[src/rtl/multicycle_control_seq.sv]
// Multicycle control sequencer for the i281 datapath.
// Walks each instruction through IF/ID/EX/MEM/WB states and emits the control
// vector c[CTRL_W:1] plus register-file selects from the current state and the
// instruction latched during ID.
module multicycle_control_seq #(
  parameter int RSEL_W   = 2,
  parameter int CTRL_W   = 24,
  parameter int MEM_WAIT = 1,
  parameter int STEP_EN  = 1
) (
  input  logic                    clock,
  input  logic                    reset,
  input  logic                    run,
  input  logic                    step_mode,
  input  logic [22+2*RSEL_W:0]    opcode_in,
  input  logic [3:0]              flags_reg,
  input  logic                    mem_ready,
  output logic [CTRL_W:1]         c,
  output logic [RSEL_W-1:0]       rd_a_sel,
  output logic [RSEL_W-1:0]       rd_b_sel,
  output logic [RSEL_W-1:0]       wr_sel,
  output logic [3:0]              state_out,
  output logic                    instr_done,
  output logic                    illegal_op,
  output logic                    busy
);

  localparam int OPW = 23 + 2*RSEL_W;

  // One-hot opcode bit positions (i281 decoder order)
  localparam int OP_NOOP    = 0;
  localparam int OP_INPUTC  = 1;
  localparam int OP_INPUTCF = 2;
  localparam int OP_INPUTD  = 3;
  localparam int OP_INPUTDF = 4;
  localparam int OP_MOVE    = 5;
  localparam int OP_LOADI   = 6;
  localparam int OP_ADD     = 7;
  localparam int OP_ADDI    = 8;
  localparam int OP_SUB     = 9;
  localparam int OP_SUBI    = 10;
  localparam int OP_LOAD    = 11;
  localparam int OP_LOADF   = 12;
  localparam int OP_STORE   = 13;
  localparam int OP_STOREF  = 14;
  localparam int OP_SHIFTL  = 15;
  localparam int OP_SHIFTR  = 16;
  localparam int OP_CMP     = 17;
  localparam int OP_JUMP    = 18;
  localparam int OP_BRE     = 19;
  localparam int OP_BRNE    = 20;
  localparam int OP_BRG     = 21;
  localparam int OP_BRGE    = 22;

  typedef enum logic [3:0] {
    S_IDLE    = 4'd0,
    S_IF      = 4'd1,
    S_ID      = 4'd2,
    S_EX_ALU  = 4'd3,
    S_EX_IMM  = 4'd4,
    S_EX_ADDR = 4'd5,
    S_EX_JUMP = 4'd6,
    S_MEM_RD  = 4'd7,
    S_MEM_WR  = 4'd8,
    S_WB_ALU  = 4'd9,
    S_WB_LOAD = 4'd10
  } state_t;

  state_t              r_state;
  state_t              w_state_next;
  logic                r_run_prev;
  logic [22:0]         r_op;
  logic [RSEL_W-1:0]   r_rx;
  logic [RSEL_W-1:0]   r_ry;

  logic [22:0]         w_op_raw;
  logic [22:0]         w_op_dec;
  logic [RSEL_W-1:0]   w_rx;
  logic [RSEL_W-1:0]   w_ry;
  logic                w_legal;
  logic                w_br_taken;
  logic                w_step;
  logic                w_go;
  logic                w_mem_go;
  state_t              w_end_next;
  logic [24:1]         w_c;
  logic                w_unused;

  assign w_op_raw = opcode_in[22:0];
  assign w_rx     = opcode_in[OPW-1 -: RSEL_W];
  assign w_ry     = opcode_in[OPW-1-RSEL_W -: RSEL_W];

  // Exactly one bit set; anything else decodes as NOOP
  assign w_legal  = (w_op_raw != 23'd0) && ((w_op_raw & (w_op_raw - 23'd1)) == 23'd0);
  assign w_op_dec = w_legal ? w_op_raw : 23'd1;

  assign w_br_taken = (w_op_dec[OP_BRE]  &  flags_reg[0])
                    | (w_op_dec[OP_BRNE] & ~flags_reg[0])
                    | (w_op_dec[OP_BRG]  & ~flags_reg[0] & ~flags_reg[1])
                    | (w_op_dec[OP_BRGE] & ~flags_reg[1]);

  assign w_step     = (STEP_EN != 0) && step_mode;
  assign w_go       = w_step ? (run & ~r_run_prev) : run;
  assign w_mem_go   = (MEM_WAIT == 0) || mem_ready;
  assign w_end_next = (!run || w_step) ? S_IDLE : S_IF;

  // Flag bits O/C and most latched opcode bits have no effect on sequencing
  assign w_unused = ^{flags_reg[3:2], r_op};

  // State register
  always_ff @(posedge clock or posedge reset) begin
    if (reset) r_state <= S_IDLE;
    else       r_state <= w_state_next;
  end

  // Previous run level for rising-edge detection in step mode
  always_ff @(posedge clock or posedge reset) begin
    if (reset) r_run_prev <= 1'b0;
    else       r_run_prev <= run;
  end

  // Instruction register, loaded while in ID
  always_ff @(posedge clock or posedge reset) begin
    if (reset) begin
      r_op <= '0;
      r_rx <= '0;
      r_ry <= '0;
    end else if (r_state == S_ID) begin
      r_op <= w_op_dec;
      r_rx <= w_rx;
      r_ry <= w_ry;
    end
  end

  // Next-state, control vector and select decode
  always_comb begin
    w_state_next = r_state;
    w_c          = '0;
    rd_a_sel     = '0;
    rd_b_sel     = '0;
    wr_sel       = '0;
    instr_done   = 1'b0;
    illegal_op   = 1'b0;
    if (r_state != S_IDLE && r_state != S_IF) begin
      rd_a_sel = r_rx;
      rd_b_sel = r_ry;
    end
    case (r_state)
      S_IDLE: if (w_go) w_state_next = S_IF;
      S_IF: begin
        w_c[3] = 1'b1; w_c[12] = 1'b1; w_c[16] = 1'b1; w_c[20] = 1'b1; w_c[22] = 1'b1;
        w_state_next = S_ID;
      end
      S_ID: begin
        w_c[3] = 1'b1; w_c[11] = 1'b1; w_c[12] = 1'b1; w_c[15] = 1'b1; w_c[22] = 1'b1;
        illegal_op = ~w_legal;
        if (w_op_dec[OP_JUMP] || w_br_taken)
          w_state_next = S_EX_JUMP;
        else if (w_op_dec[OP_MOVE] || w_op_dec[OP_ADD] || w_op_dec[OP_SUB] ||
                 w_op_dec[OP_SHIFTL] || w_op_dec[OP_SHIFTR] || w_op_dec[OP_CMP])
          w_state_next = S_EX_ALU;
        else if (w_op_dec[OP_ADDI] || w_op_dec[OP_SUBI] || w_op_dec[OP_LOADI])
          w_state_next = S_EX_IMM;
        else if (w_op_dec[OP_LOAD] || w_op_dec[OP_LOADF] || w_op_dec[OP_STORE] ||
                 w_op_dec[OP_STOREF] || w_op_dec[OP_INPUTC] || w_op_dec[OP_INPUTCF] ||
                 w_op_dec[OP_INPUTD] || w_op_dec[OP_INPUTDF])
          w_state_next = S_EX_ADDR;
        else begin
          // NOOP, illegal opcode, or branch not taken
          instr_done   = 1'b1;
          w_state_next = w_end_next;
        end
      end
      S_EX_ALU: begin
        w_c[14] = 1'b1; w_c[21] = 1'b1; w_c[22] = 1'b1; w_c[24] = 1'b1;
        w_c[13] = r_op[OP_SUB] | r_op[OP_CMP] | r_op[OP_SHIFTR];
        if (r_op[OP_CMP]) begin
          instr_done   = 1'b1;
          w_state_next = w_end_next;
        end else begin
          w_state_next = S_WB_ALU;
        end
      end
      S_EX_IMM: begin
        w_c[12] = 1'b1; w_c[14] = 1'b1; w_c[19] = 1'b1; w_c[22] = 1'b1; w_c[24] = 1'b1;
        w_c[13] = r_op[OP_SUBI];
        w_state_next = S_WB_ALU;
      end
      S_EX_ADDR: begin
        w_c[12] = 1'b1; w_c[14] = 1'b1; w_c[19] = 1'b1; w_c[22] = 1'b1; w_c[24] = 1'b1;
        w_state_next = (r_op[OP_LOAD] || r_op[OP_LOADF]) ? S_MEM_RD : S_MEM_WR;
      end
      S_EX_JUMP: begin
        w_c[2] = 1'b1; w_c[3] = 1'b1;
        instr_done   = 1'b1;
        w_state_next = w_end_next;
      end
      S_MEM_RD: begin
        w_c[23] = 1'b1;
        if (w_mem_go) w_state_next = S_WB_LOAD;
      end
      S_MEM_WR: begin
        w_c[17] = 1'b1;
        if (w_mem_go) begin
          instr_done   = 1'b1;
          w_state_next = w_end_next;
        end
      end
      S_WB_ALU: begin
        w_c[10] = 1'b1;
        wr_sel       = r_rx;
        instr_done   = 1'b1;
        w_state_next = w_end_next;
      end
      S_WB_LOAD: begin
        w_c[10] = 1'b1; w_c[18] = 1'b1;
        wr_sel       = r_rx;
        instr_done   = 1'b1;
        w_state_next = w_end_next;
      end
      default: w_state_next = S_IDLE;
    endcase
  end

  assign c[24:1] = w_c;

  generate
    if (CTRL_W > 24) begin : g_pad
      assign c[CTRL_W:25] = '0;
    end
  endgenerate

  assign state_out = r_state;
  assign busy      = (r_state != S_IDLE);

endmodule
[config.mk]
export PLATFORM = sky130hd
export DESIGN_NAME = multicycle_control_seq
export DESIGN_NICKNAME = d
export VERILOG_FILES = /design/src/rtl/multicycle_control_seq.sv
export SDC_FILE = /design/constraint.sdc
export NUM_CORES = 1
export LEC_CHECK = 0
export ABC_AREA = 1
export BUFFER_PORTS_ARGS = -buffer_cell sky130_fd_sc_hd__buf_2
export CAP_MARGIN = 0
export CORE_MARGIN = 5
export CORE_UTILIZATION = 45
export CTS_CLUSTER_DIAMETER = 40
export DETAILED_ROUTE_END_ITERATION = 12
export GPL_TIMING_DRIVEN = 1
export PLACE_DENSITY = 0.78
export SETUP_SLACK_MARGIN = 0.4
export SLEW_MARGIN = 5
export SYNTH_ARGS = -nofsm -noshare
export SYNTH_HDL_FRONTEND = slang
export SYNTH_SLANG_ARGS = --single-unit
[constraint.sdc]
create_clock -name clock -period 4.49 [get_ports clock]
set_clock_uncertainty 0.2 [all_clocks]
set_input_delay 1.1225 -clock clock [delete_from_list [all_inputs] [get_ports clock]]
set_output_delay 1.1225 -clock clock [all_outputs]
set_load 0.01 [all_outputs]
-- Word-level counts from Yosys, hierarchy flattened
Cells that the tools add are included.
- flip-flop bits (word level): 27
- input bits: 36
- add/sub/neg operators: 1
- equality and inequality tests: 14
- muxes and demuxes: 38
- bitwise logic cells: 16
- reduce and logical (&&, ||, !) cells: 32
- operators by type and width (operator ; number):
    $pmux W4 S9 ; 1
    $mux W4 ; 8
    $and A23 B23 Y23 ; 1
    $logic_not A23 Y1 ; 1
    $mux W23 ; 1
    $reduce_bool A23 Y1 ; 1
    $sub A23 B1 Y23 const B ; 1
    $mux W1 ; 22
    $logic_or A1 B1 Y1 ; 17
    $eq A4 B3 Y1 const B ; 4
    $eq A4 B4 Y1 const B ; 3
    $reduce_or A3 Y1 ; 3
    $eq A4 B2 Y1 const B ; 2
    $and A1 B1 Y1 ; 6
    $mux W2 ; 3
    $ne A2 B2 Y1 const B ; 3
    $or A1 B1 Y1 ; 5
    $reduce_or A5 Y1 ; 1
    $eq A4 B1 Y1 const B ; 1
    $logic_not A4 Y1 ; 1
    $ne A4 B1 Y1 const B ; 1
    $not A1 Y1 ; 4
    $pmux W1 S4 ; 1
    $reduce_bool A4 Y1 ; 1
    other kinds (7) ; 9

-- Depth between registers and ports, before layout
Gate-level depths: netlist (run 1).
- word-level depth: 17
- gate-level depth with buffers: 17
- depth with buffers taken out: 17

-- Worst setup path before layout (run 1)
OpenSTA, ideal clock, no wires.
- path type: input to output
- start: input port opcode_in[13]
- end: output port instr_done
- data arrival time: 2.286 ns
- data required time: 3.168 ns
- path slack: 0.881 ns
- stages on the path: 14
- cell sequence: nor2_1 > nand2_1 > nor2_1 > nand3_1 > nand2_1 > inv_1 > nor2_1 > nand2_1 > nor2_4 > nand2_4 > nor2_2 > nor2_1 > nand2_1 > o21ai_0
- word-level cells in the longest chain between the ends: 17
- elaborated cells between the ends (all ways): 34
- RTL lines (element ; line ; RTL):
    start, declared ; 15 ; input logic [22+2*RSEL_W:0] opcode_in,
    $sub A23 B1 Y23 ; 94 ; assign w_legal = (w_op_raw != 23'd0) && ((w_op_raw & (w_op_raw - 23'd1)) == 23'd0);
    $and A23 B23 Y23 ; 94 ;
    $logic_not A23 Y1 ; 94 ;
    $logic_and A1 B1 Y1 ; 94 ;
    $mux W23 (*) ; 95 ; assign w_op_dec = w_legal ? w_op_raw : 23'd1;
    $logic_or A1 B1 Y1 (3 in series) ; 164 ; else if (w_op_dec[OP_LOAD] || w_op_dec[OP_LOADF] || w_op_dec[OP_STORE] ||
    $logic_or A1 B1 Y1 (3 in series) ; 165 ; w_op_dec[OP_STOREF] || w_op_dec[OP_INPUTC] || w_op_dec[OP_INPUTCF] ||
    $logic_or A1 B1 Y1 ; 166 ; w_op_dec[OP_INPUTD] || w_op_dec[OP_INPUTDF])
    $mux W1 ; 164 ;
    $mux W1 ; 162 ; else if (w_op_dec[OP_ADDI] || w_op_dec[OP_SUBI] || w_op_dec[OP_LOADI])
    $mux W1 ; 159 ; else if (w_op_dec[OP_MOVE] || w_op_dec[OP_ADD] || w_op_dec[OP_SUB] ||
    $mux W1 (*) ; 157 ; if (w_op_dec[OP_JUMP] || w_br_taken)
    $pmux W1 S4 (*) ; 148 ; case (r_state)
    end, declared ; 23 ; output logic instr_done,
Every way passes the cells marked *; elsewhere a longest branch is shown, timed or not.

-- Worst setup path after layout (run 1)
- start: input port opcode_in[6]
- end: output port instr_done
Same word-level chain as after synthesis.

==> results.tsv, run 1 <==
stage	metric	value	unit
power	peakVddDrop	0.103	mV
cells_and_area	fin_nets	380	
job	maxCapViolCount	0	
setup_path	critPathLaunch	opcode_in[6]	
setup_path	cp-endpoint	instr_done	
clocking	root_buffer	clkbuf_4	
routing	num_vias	1896	
timing	setup_viol	0	
timing	setup_tns	0	ns
place	gp_congestion	0.964	
place	io_buffers	63	
timing	rsz0062_at_grt	true	
synth	synth_top_area_share	24.3	%
routing	drt_first_iter_violations	109	
grt	grtUsageTotal	17.8	%
synth	syn_area	1550	sq um
cells_and_area	fin_util	59.7	%
power	pwr-share-seq	27.8	%
floorplanning	boundaryPins	73	
setup_path	start_kind	input pin	
synth	synth.distinct_cells	25	
grt	antenna_found_initial	0	
floorplanning	core_area	3340	sq um
timing	period_share	89.1	%
setup_path	rr_startpoint	state_out[3]	
power	power.total	0.676	mW
power	p_sw	0.331	mW
cells_and_area	mostFrequentLayoutCells	nand2_1, buf_2, nor2_1	
hold_path	worstHoldPathType	reg2reg	
place	place_inst	380	
grt	grt_pass1_wl	6.37	mm
power	power_density	340	nW/um^2
place	dpl_cell_area	1860	sq um
clocking	cts_buffers	3	
setup_path	critPathKind	in2out	
floorplanning	fp.dieW	68.6	um
synth	synth.largest_area_cell	dfrtp_1	
synth	netlist_top_cells_area	dfrtp_1, nand2_1, nor2_1	
floorplanning	initial_core_util	46.3	%
clocking	cts_tree	yes	
power	swShare	49.0	%
setup_path	reg2reg_depth	9	
clocking	clk_pin_slew	0.08	ns
power	power_frac_clock	11.4	%
cells_and_area	finalNonFillerCells	389	
cells_and_area	antenna_cells	0	
timing	max_slew_margin	54.6	%
cells_and_area	stdcell_area	1990	sq um
clocking	max-clock-path-buffers	2	
timing	max_slew.worst_pin.slew	0.680	ns
grt	first_global_vias	1594	
synth	yosys_warnings	0	
timing	min_period	4.00	ns
routing	vias_per_cell	4.87	
synth	synth_seq_cells	15	
setup_path	critical_path.endpoint_type	output pin	
clocking	clock_latency	0.29	ns
setup_path	r2r_slack	2.25	ns
routing	ant_nets	0	
synth	ys_seq_area_share	24.3	%
routing	wire_per_inst	11.0	um
setup_path	r2r_end	state_out[0]	
setup_path	required	3.17	ns
cells_and_area	drive_gt1_share	29.2	%
synth	syn_avg_cell_area	5.60	sq um
timing	finalMaxSlewViolations	0	
status	status	finished, final reports clean	
setup_path	worstPathMaxFanout	4	
power	p_int	0.345	mW
floorplanning	num_rows	21	
power	combPwrFrac	60.8	%
grt	grt_max_degree	21	
routing	drt_pre_antenna_iters	6	
timing	final_hold_viol_count	0	
cells_and_area	syn_to_final_growth	28.8	%
routing	route.detailed.drc	0	
timing	max_freq	0.250	GHz
routing	wirelength	4.28	mm
synth	synthesis.instances	276	
clocking	cts_max_level	1	
cells_and_area	layout_commonest_cell	nand2_1	
grt	gr-total-overflow	0	
clocking	cts_hold_buf	0	
place	dp_hpwl	3.48	mm
power	leakage	1.10	nW
floorplanning	dieArea	4710	sq um
floorplanning	die_h	68.6	um
setup_path	crit_arrival	2.68	ns
clocking	clock-sinks	15	
## repair_timing
| item | in CTS | in global routing |
|---|---|---|
| gates resized for setup | 0 | 19 |
| buffers inserted | 0 | 5 |
| setup endpoints to repair | 0 | 1 |
## logic make-up after synthesis
| logic type | after synthesis | synth area share (%) |
|---|---|---|
| flip-flops | 15 | 24.3 |
| AO/OA/AOI/OAI | 30 | 10.7 |
| AND/OR/NAND/NOR | 179 | 50.0 |
| buffers and inverters | 51 | 14.8 |
| other | 1 | 0.243 |
## how the worst min path moves through the flow
stage | from | endpoint | slack (ns) | cells past startpoint
after floorplan | r_op[11] | r_op[11] | 0.25 | 2
after global routing | r_op[11] | r_op[11] | 0.34 | 2
after global placement | r_op[12] | r_op[12] | 0.27 | 2
after CTS | r_op[16] | r_op[16] | 0.30 | 2
after detailed placement | r_op[16] | r_op[16] | 0.28 | 2
final | r_op[9] | r_op[9] | 0.30 | 2
## through the flow
step                      hold WS, ns  worst slack (ns)
final                           0.302             0.488
after global routing            0.344             0.367
after detailed placement        0.280             0.474
after global placement          0.266             0.499
after floorplan                 0.248             0.881
after CTS                       0.303             0.464
## power by group through the flow
stage | clock [mW] | sequential (mW) | combinational [mW]
after CTS | 0.0793 | 0.187 | 0.407
after detailed placement | 0 | 0.189 | 0.404
after floorplan | 0 | 0.190 | 0.265
after global placement | 0 | 0.188 | 0.400
after global routing | 0.0831 | 0.193 | 0.466
final | 0.0771 | 0.188 | 0.411
## routing by layer
metal | GRT usage (%) | vias to the layer above | share of wire [%] | routed length, um
met5 | 0 | - | 0 | 0
met4 | 6.20 | 0 | 2.2 | 95
met3 | 1.78 | 9 | 8.9 | 380
met2 | 33.1 | 79 | 47 | 2030
met1 | 20.8 | 826 | 41 | 1780
li1 | - | 982 | - | -
## critical path, stage by stage
cell and delay, ns:
buf_2 0.14, nor2_4 0.12, nand2_2 0.07, nor2_4 0.16, nor2_2 0.05, nor2_2 0.11
nand2_1 0.06, nor2_1 0.10, nand2_1 0.09, nor2_4 0.18, buf_6 0.11, nand3_1 0.07
nand2_1 0.08, o21ai_1 0.07, buf_2 0.15
## sequential cells by signal, indices dropped and copies added (netlist names)
signal      flops
state_out       4
r_rx            2
r_ry            2
r_run_prev      1
r_op            6
## cell usage after synthesis, drive strengths merged
library cell	n
conb	1
o211ai	2
a21oi	3
nand4	4
a221oi	1
nand3b	1
a31oi	1
inv	38
nand3	15
dfrtp	15
clkinv	2
nor3	6
nand2	86
clkbuf	1
buf	10
a32oi	1
o21ai	21
o22ai	1
nor2	67
## layout make-up
class                      count  area, sq um
clock inverter                 1         5.00
timing repair buffer          68          357
clock buffer                   3         22.5
fill                         359         1350
inverter                      40          150
tap                           46         57.6
sequential                    15          375
multi-input combinational    216         1020
No activity file was read; power rests on OpenSTA's default activity.
==> inputs of run 2 (changes only) <==
Settings changed: CORE_UTILIZATION 45 to 50, CTS_BUF_LIST set to sky130_fd_sc_hd__clkbuf_4 sky130_fd_sc_hd__clkbuf_8 sky130_fd_sc_hd__clkbuf_16, PLACE_DENSITY 0.78 to 0.85.
==> run 2 against run 1 <==
Effect of this change:
- global-route usage increased by 2.3 points
- hold slack improved by 0.012 ns
- core utilization increased by 6.4 points
- sequential share of layout area increased by 0.071 points
- sequential cell count unchanged
- combinational power increased by 2%
- final area decreased by 0.38%
- setup slack got worse by 0.058 ns
- die area decreased by 8.6%
- via count increased by 1.9%
==> results.tsv, run 2 (synthesized netlist as in run 1, its figures left out) <==
stage	metric	value	unit
timing	finalMaxSlewViolations	0	
timing	max_freq	0.246	GHz
setup_path	start_kind	input pin	
job	maxCapViolCount	0	
setup_path	required	3.17	ns
clocking	cts_tree	yes	
setup_path	critical_path.endpoint_type	output pin	
routing	drt_first_iter_violations	85	
grt	grt_pass1_wl	6.93	mm
cells_and_area	largest_reg_flops	6	
place	dp_hpwl	3.57	mm
power	swShare	48.0	%
setup_path	crit_arrival	2.74	ns
grt	antenna_found_initial	0	
clocking	max-clock-path-buffers	2	
power	combPwrFrac	61.0	%
cells_and_area	drive_gt1_share	29.0	%
cells_and_area	regMostFlops	r_op	
timing	setup_viol	0	
clocking	cts_hold_buf	0	
grt	gr-total-overflow	0	
timing	setup_tns	0	ns
clocking	clock_latency	0.28	ns
timing	final_hold_viol_count	0	
cells_and_area	final-seq-area	375	sq um
place	io_buffers	63	
timing	max_slew.worst_pin.slew	0.559	ns
cells_and_area	multi_input_area	1050	sq um
power	peakVddDrop	0.105	mV
power	p_sw	0.329	mW
cells_and_area	fin_nets	378	
floorplanning	num_rows	20	
routing	vias_per_cell	5.17	
routing	route.detailed.drc	0	
floorplanning	core_area	3000	sq um
power	pwr-share-seq	27.1	%
routing	wirelength	4.40	mm
place	gp_congestion	0.931	
clocking	root_buffer	clkbuf_4	
routing	num_vias	1932	
floorplanning	fp.dieW	65.6	um
setup_path	critPathKind	in2out	
routing	ant_nets	0	
place	pre_cts_slack	0.445	ns
floorplanning	boundaryPins	73	
clocking	clock-sinks	15	
status	status	finished, final reports clean	
timing	rsz0062_at_grt	true	
hold_path	worstHoldPathType	reg2reg	
floorplanning	initial_core_util	51.5	%
setup_path	worstPathMaxFanout	5	
timing	min_period	4.06	ns
floorplanning	die_h	65.6	um
timing	fin_ws	0.430	ns
routing	maxUsedRoutingLayer	met4	
clocking	cts_buffers	3	
routing	drt_pre_antenna_iters	4	
power	power_frac_clock	11.9	%
routing	met2_length	2.17	mm
power	power_density	346	nW/um^2
grt	grtUsageTotal	20.1	%
cells_and_area	layout_commonest_cell	nand2_1	
cells_and_area	fill_cells	321	
routing	wl_met1	1.75	mm
floorplanning	dieArea	4300	sq um
clocking	cts_max_level	1	
cells_and_area	syn_to_final_growth	28.3	%
grt	first_global_vias	1757	
cells_and_area	mostFrequentLayoutCells	nand2_1, buf_2, nor2_1	
timing	max_slew_margin	62.7	%
grt	grt_max_degree	20	
routing	wl_met3	354	um
cells_and_area	antenna_cells	0	
power	p_int	0.357	mW
timing	period_share	90.4	%
clocking	clk_pin_slew	0.08	ns
routing	wire_per_inst	11.8	um
power	leakage	1.10	nW
run 2: metal layers:
metal | up-vias | track usage [%]
met5 | - | 0
met4 | 0 | 10.4
met3 | 12 | 1.71
met2 | 88 | 37.3
met1 | 861 | 22.5
li1 | 971 | -
run 2: final cells by class:
| cell class | count | share of cell area, % |
|---|---|---|
| multi-input cells | 216 | 52.7 |
| repair buffers | 66 | 17.2 |
| inverters | 40 | 7.57 |
| clock buffers | 4 | 1.51 |
| flip-flops and latches | 15 | 18.9 |
| well taps | 33 | 2.08 |
run 2: critical path, cell delays in order:
cell and delay (ns):
buf_4 0.13, nor2_4 0.16, nand2_2 0.10, nor2_4 0.14, nor2_2 0.05, nor2_2 0.10
nand2_1 0.05, nor2_1 0.10, nand2_1 0.10, nor2_4 0.16, nand2_4 0.08, nor2_4 0.10
nor2_1 0.06, nand2_1 0.08, o21ai_1 0.06, buf_2 0.15
run 2: path summary, 6_finish.rpt:
path,from,endpoint,slack [ns],cells past startpoint
min in group asynchronous,reset,r_op[16],0.68,2
worst max register to register,state_out[3],state_out[0],2.71,11
worst max-delay path,opcode_in[0],instr_done,0.43,16
worst min register to register,r_op[9],r_op[9],0.31,2
worst min-delay path,r_op[9],r_op[9],0.31,2
max in group asynchronous,reset,r_op[10],3.04,2
run 2: repair_timing:
| item | 4_1_cts | 5_1_grt |
|---|---|---|
| buffers inserted | 0 | 2 |
| endpoints found under the hold margin | 0 | 0 |
| endpoints found under the setup margin | 0 | 1 |
| gates resized for setup | 0 | 24 |
run 2: metrics by stage:
| stage | hold WS (ns) | utilization [%] | std cells | instance area, sq um | total power, mW |
|---|---|---|---|---|---|
| finish | 0.314 | 66.0 | 374 | 1980 | 0.686 |
| global route | 0.350 | 66.0 | 374 | 1980 | 0.748 |
| CTS | 0.315 | 62.7 | 372 | 1880 | 0.680 |
| detailed placement | 0.276 | 61.7 | 368 | 1850 | 0.598 |
| global placement | 0.262 | 61.7 | 368 | 1850 | 0.591 |
| floorplan | 0.248 | - | 282 | 1570 | 0.456 |
run 2: power by group through the flow:
| stage | clock network [mW] | registers, mW | logic [mW] |
|---|---|---|---|
| after floorplan | 0 | 0.190 | 0.265 |
| after global placement | 0 | 0.188 | 0.403 |
| after detailed placement | 0 | 0.189 | 0.409 |
| after CTS | 0.0832 | 0.186 | 0.411 |
| after global routing | 0.0911 | 0.191 | 0.467 |
| final | 0.0815 | 0.186 | 0.418 |
==> inputs of run 3 (changes only) <==
Settings changed: CORE_UTILIZATION 50 to 47, PLACE_DENSITY 0.85 to 0.82.
==> run 3 against run 2 <==
Effect of this change:
- clock power shrank 2%
- highest routed layer unchanged
- total power increased by 0.19%
- core utilization is 2.3 points lower
- critical path type unchanged
- hold slack got worse by 0.016 ns
- critical endpoint unchanged
- sequential cell count did not move
- non-clock buffer count stayed put
==> results.tsv, run 3 (synthesized netlist as in run 1, its figures left out) <==
stage	metric	value	unit
status	status	finished, final reports clean	
cells_and_area	syn_to_final_growth	27.9	%
clocking	root_buffer	clkbuf_4	
setup_path	cp-endpoint	instr_done	
power	power_density	348	nW/um^2
timing	max_freq	0.249	GHz
cells_and_area	mostFrequentLayoutCells	nand2_1, buf_2, nor2_1	
cells_and_area	antenna_cells	0	
cells_and_area	fin_util	63.7	%
hold_path	worstHoldPathType	reg2reg	
timing	min_period	4.01	ns
place	pre_cts_slack	0.456	ns
power	combPwrFrac	61.3	%
timing	setup_viol	0	
floorplanning	dieArea	4530	sq um
setup_path	reg2reg_depth	11	
power	leakage	1.09	nW
place	io_buffers	63	
clocking	cts_max_level	1	
setup_path	critPathKind	in2out	
grt	grt_pass1_wl	6.60	mm
setup_path	critPathLaunch	opcode_in[0]	
grt	grt_max_degree	20	
power	swShare	49.2	%
setup_path	worstPathMaxFanout	5	
power	power_frac_clock	11.6	%
power	p_int	0.349	mW
place	dpl_cell_area	1870	sq um
cells_and_area	layout_commonest_cell	nand2_1	
power	peakVddDrop	0.125	mV
timing	max_slew.worst_pin.slew	0.552	ns
job	maxCapViolCount	0	
timing	period_share	89.4	%
place	gp_congestion	0.887	
routing	num_vias	1903	
setup_path	required	3.17	ns
routing	route.detailed.drc	0	
power	p_sw	0.338	mW
clocking	max-clock-path-buffers	2	
clocking	cts_tree	yes	
setup_path	rr_startpoint	state_out[3]	
place	place_inst	379	
power	pwr-share-seq	27.1	%
clocking	clock-sinks	15	
cells_and_area	drive_gt1_share	27.9	%
grt	grtUsageTotal	18.9	%
timing	setup_tns	0	ns
routing	drt_first_iter_violations	141	
cells_and_area	finalNonFillerCells	385	
setup_path	start_kind	input pin	
power	power.total	0.687	mW
setup_path	critical_path.endpoint_type	output pin	
floorplanning	fp.dieW	67.3	um
timing	finalMaxSlewViolations	0	
clocking	clock_latency	0.29	ns
routing	ant_nets	0	
routing	vias_per_cell	4.94	
timing	max_slew_margin	63.2	%
floorplanning	core_area	3100	sq um
floorplanning	die_h	67.3	um
setup_path	r2r_slack	2.63	ns
timing	rsz0062_at_grt	true	
clocking	cts_buffers	3	
floorplanning	boundaryPins	73	
grt	gr-total-overflow	0	
routing	drt_pre_antenna_iters	4	
grt	antenna_found_initial	0	
cells_and_area	fin_nets	378	
routing	wirelength	4.43	mm
clocking	cts_hold_buf	0	
place	dp_hpwl	3.52	mm
setup_path	r2r_end	state_out[0]	
timing	fin_ws	0.476	ns
cells_and_area	stdcell_area	1980	sq um
grt	first_global_vias	1557	
timing	final_hold_viol_count	0	
cells_and_area	largest_reg_flops	6	
setup_path	crit_arrival	2.69	ns
routing	wire_per_inst	11.5	um
clocking	clk_pin_slew	0.09	ns
floorplanning	initial_core_util	49.8	%
timing	hold_slack	0.298	ns
cells_and_area	regMostFlops	r_op	
floorplanning	num_rows	20	
run 3: critical path, stage by stage:
cell      delay, ns
buf_2          0.13
nor2_4         0.17
nand2_2        0.10
nor2_4         0.12
buf_4          0.14
nand3_1        0.07
nand2_1        0.06
nand2_1        0.05
clkinv_1       0.04
nand2_1        0.07
nor2_4         0.13
nand2_4        0.09
nor2_4         0.08
nor2_1         0.06
nand2_1        0.07
o21ai_1        0.05
buf_2          0.15
run 3: area by class of cell:
class	count	area, sq um
fillers	323	1130
clock buffers	3	22.5
inverters	40	150
repair buffers	66	338
clock inverters	1	7.51
multi-input cells	216	1030
well taps	44	55.1
flip-flops and latches	15	375
run 3: power by group through the flow:
stage               Combinational (mW)  Clock [mW]  Sequential (mW)
floorplan                        0.265           0            0.190
global placement                 0.407           0            0.187
detailed placement               0.412           0            0.189
CTS                              0.416      0.0820            0.186
global route                     0.469      0.0920            0.190
finish                           0.422      0.0798            0.186
run 3: how the worst min path moves through the flow:
stage                        start        to  slack [ns]  depth (start not counted)
after global routing      r_op[11]  r_op[11]        0.33                          2
final                     r_op[16]  r_op[16]        0.30                          2
after floorplan           r_op[11]  r_op[11]        0.25                          2
after global placement    r_op[12]  r_op[12]        0.26                          2
after CTS                 r_op[16]  r_op[16]        0.30                          2
after detailed placement  r_op[16]  r_op[16]        0.27                          2
run 3: timing repair:
action	CTS	global route
endpoints found under the setup margin	0	1
gates resized for setup	0	19
buffers inserted	0	2
run 3: metal layers:
metal	track usage, %	part of all wire (%)	vias to the layer above
met5	0	0	-
met4	9.11	2.2	0
met3	2.83	8.9	9
met2	33.9	49	93
met1	21.9	40	823
li1	-	-	978
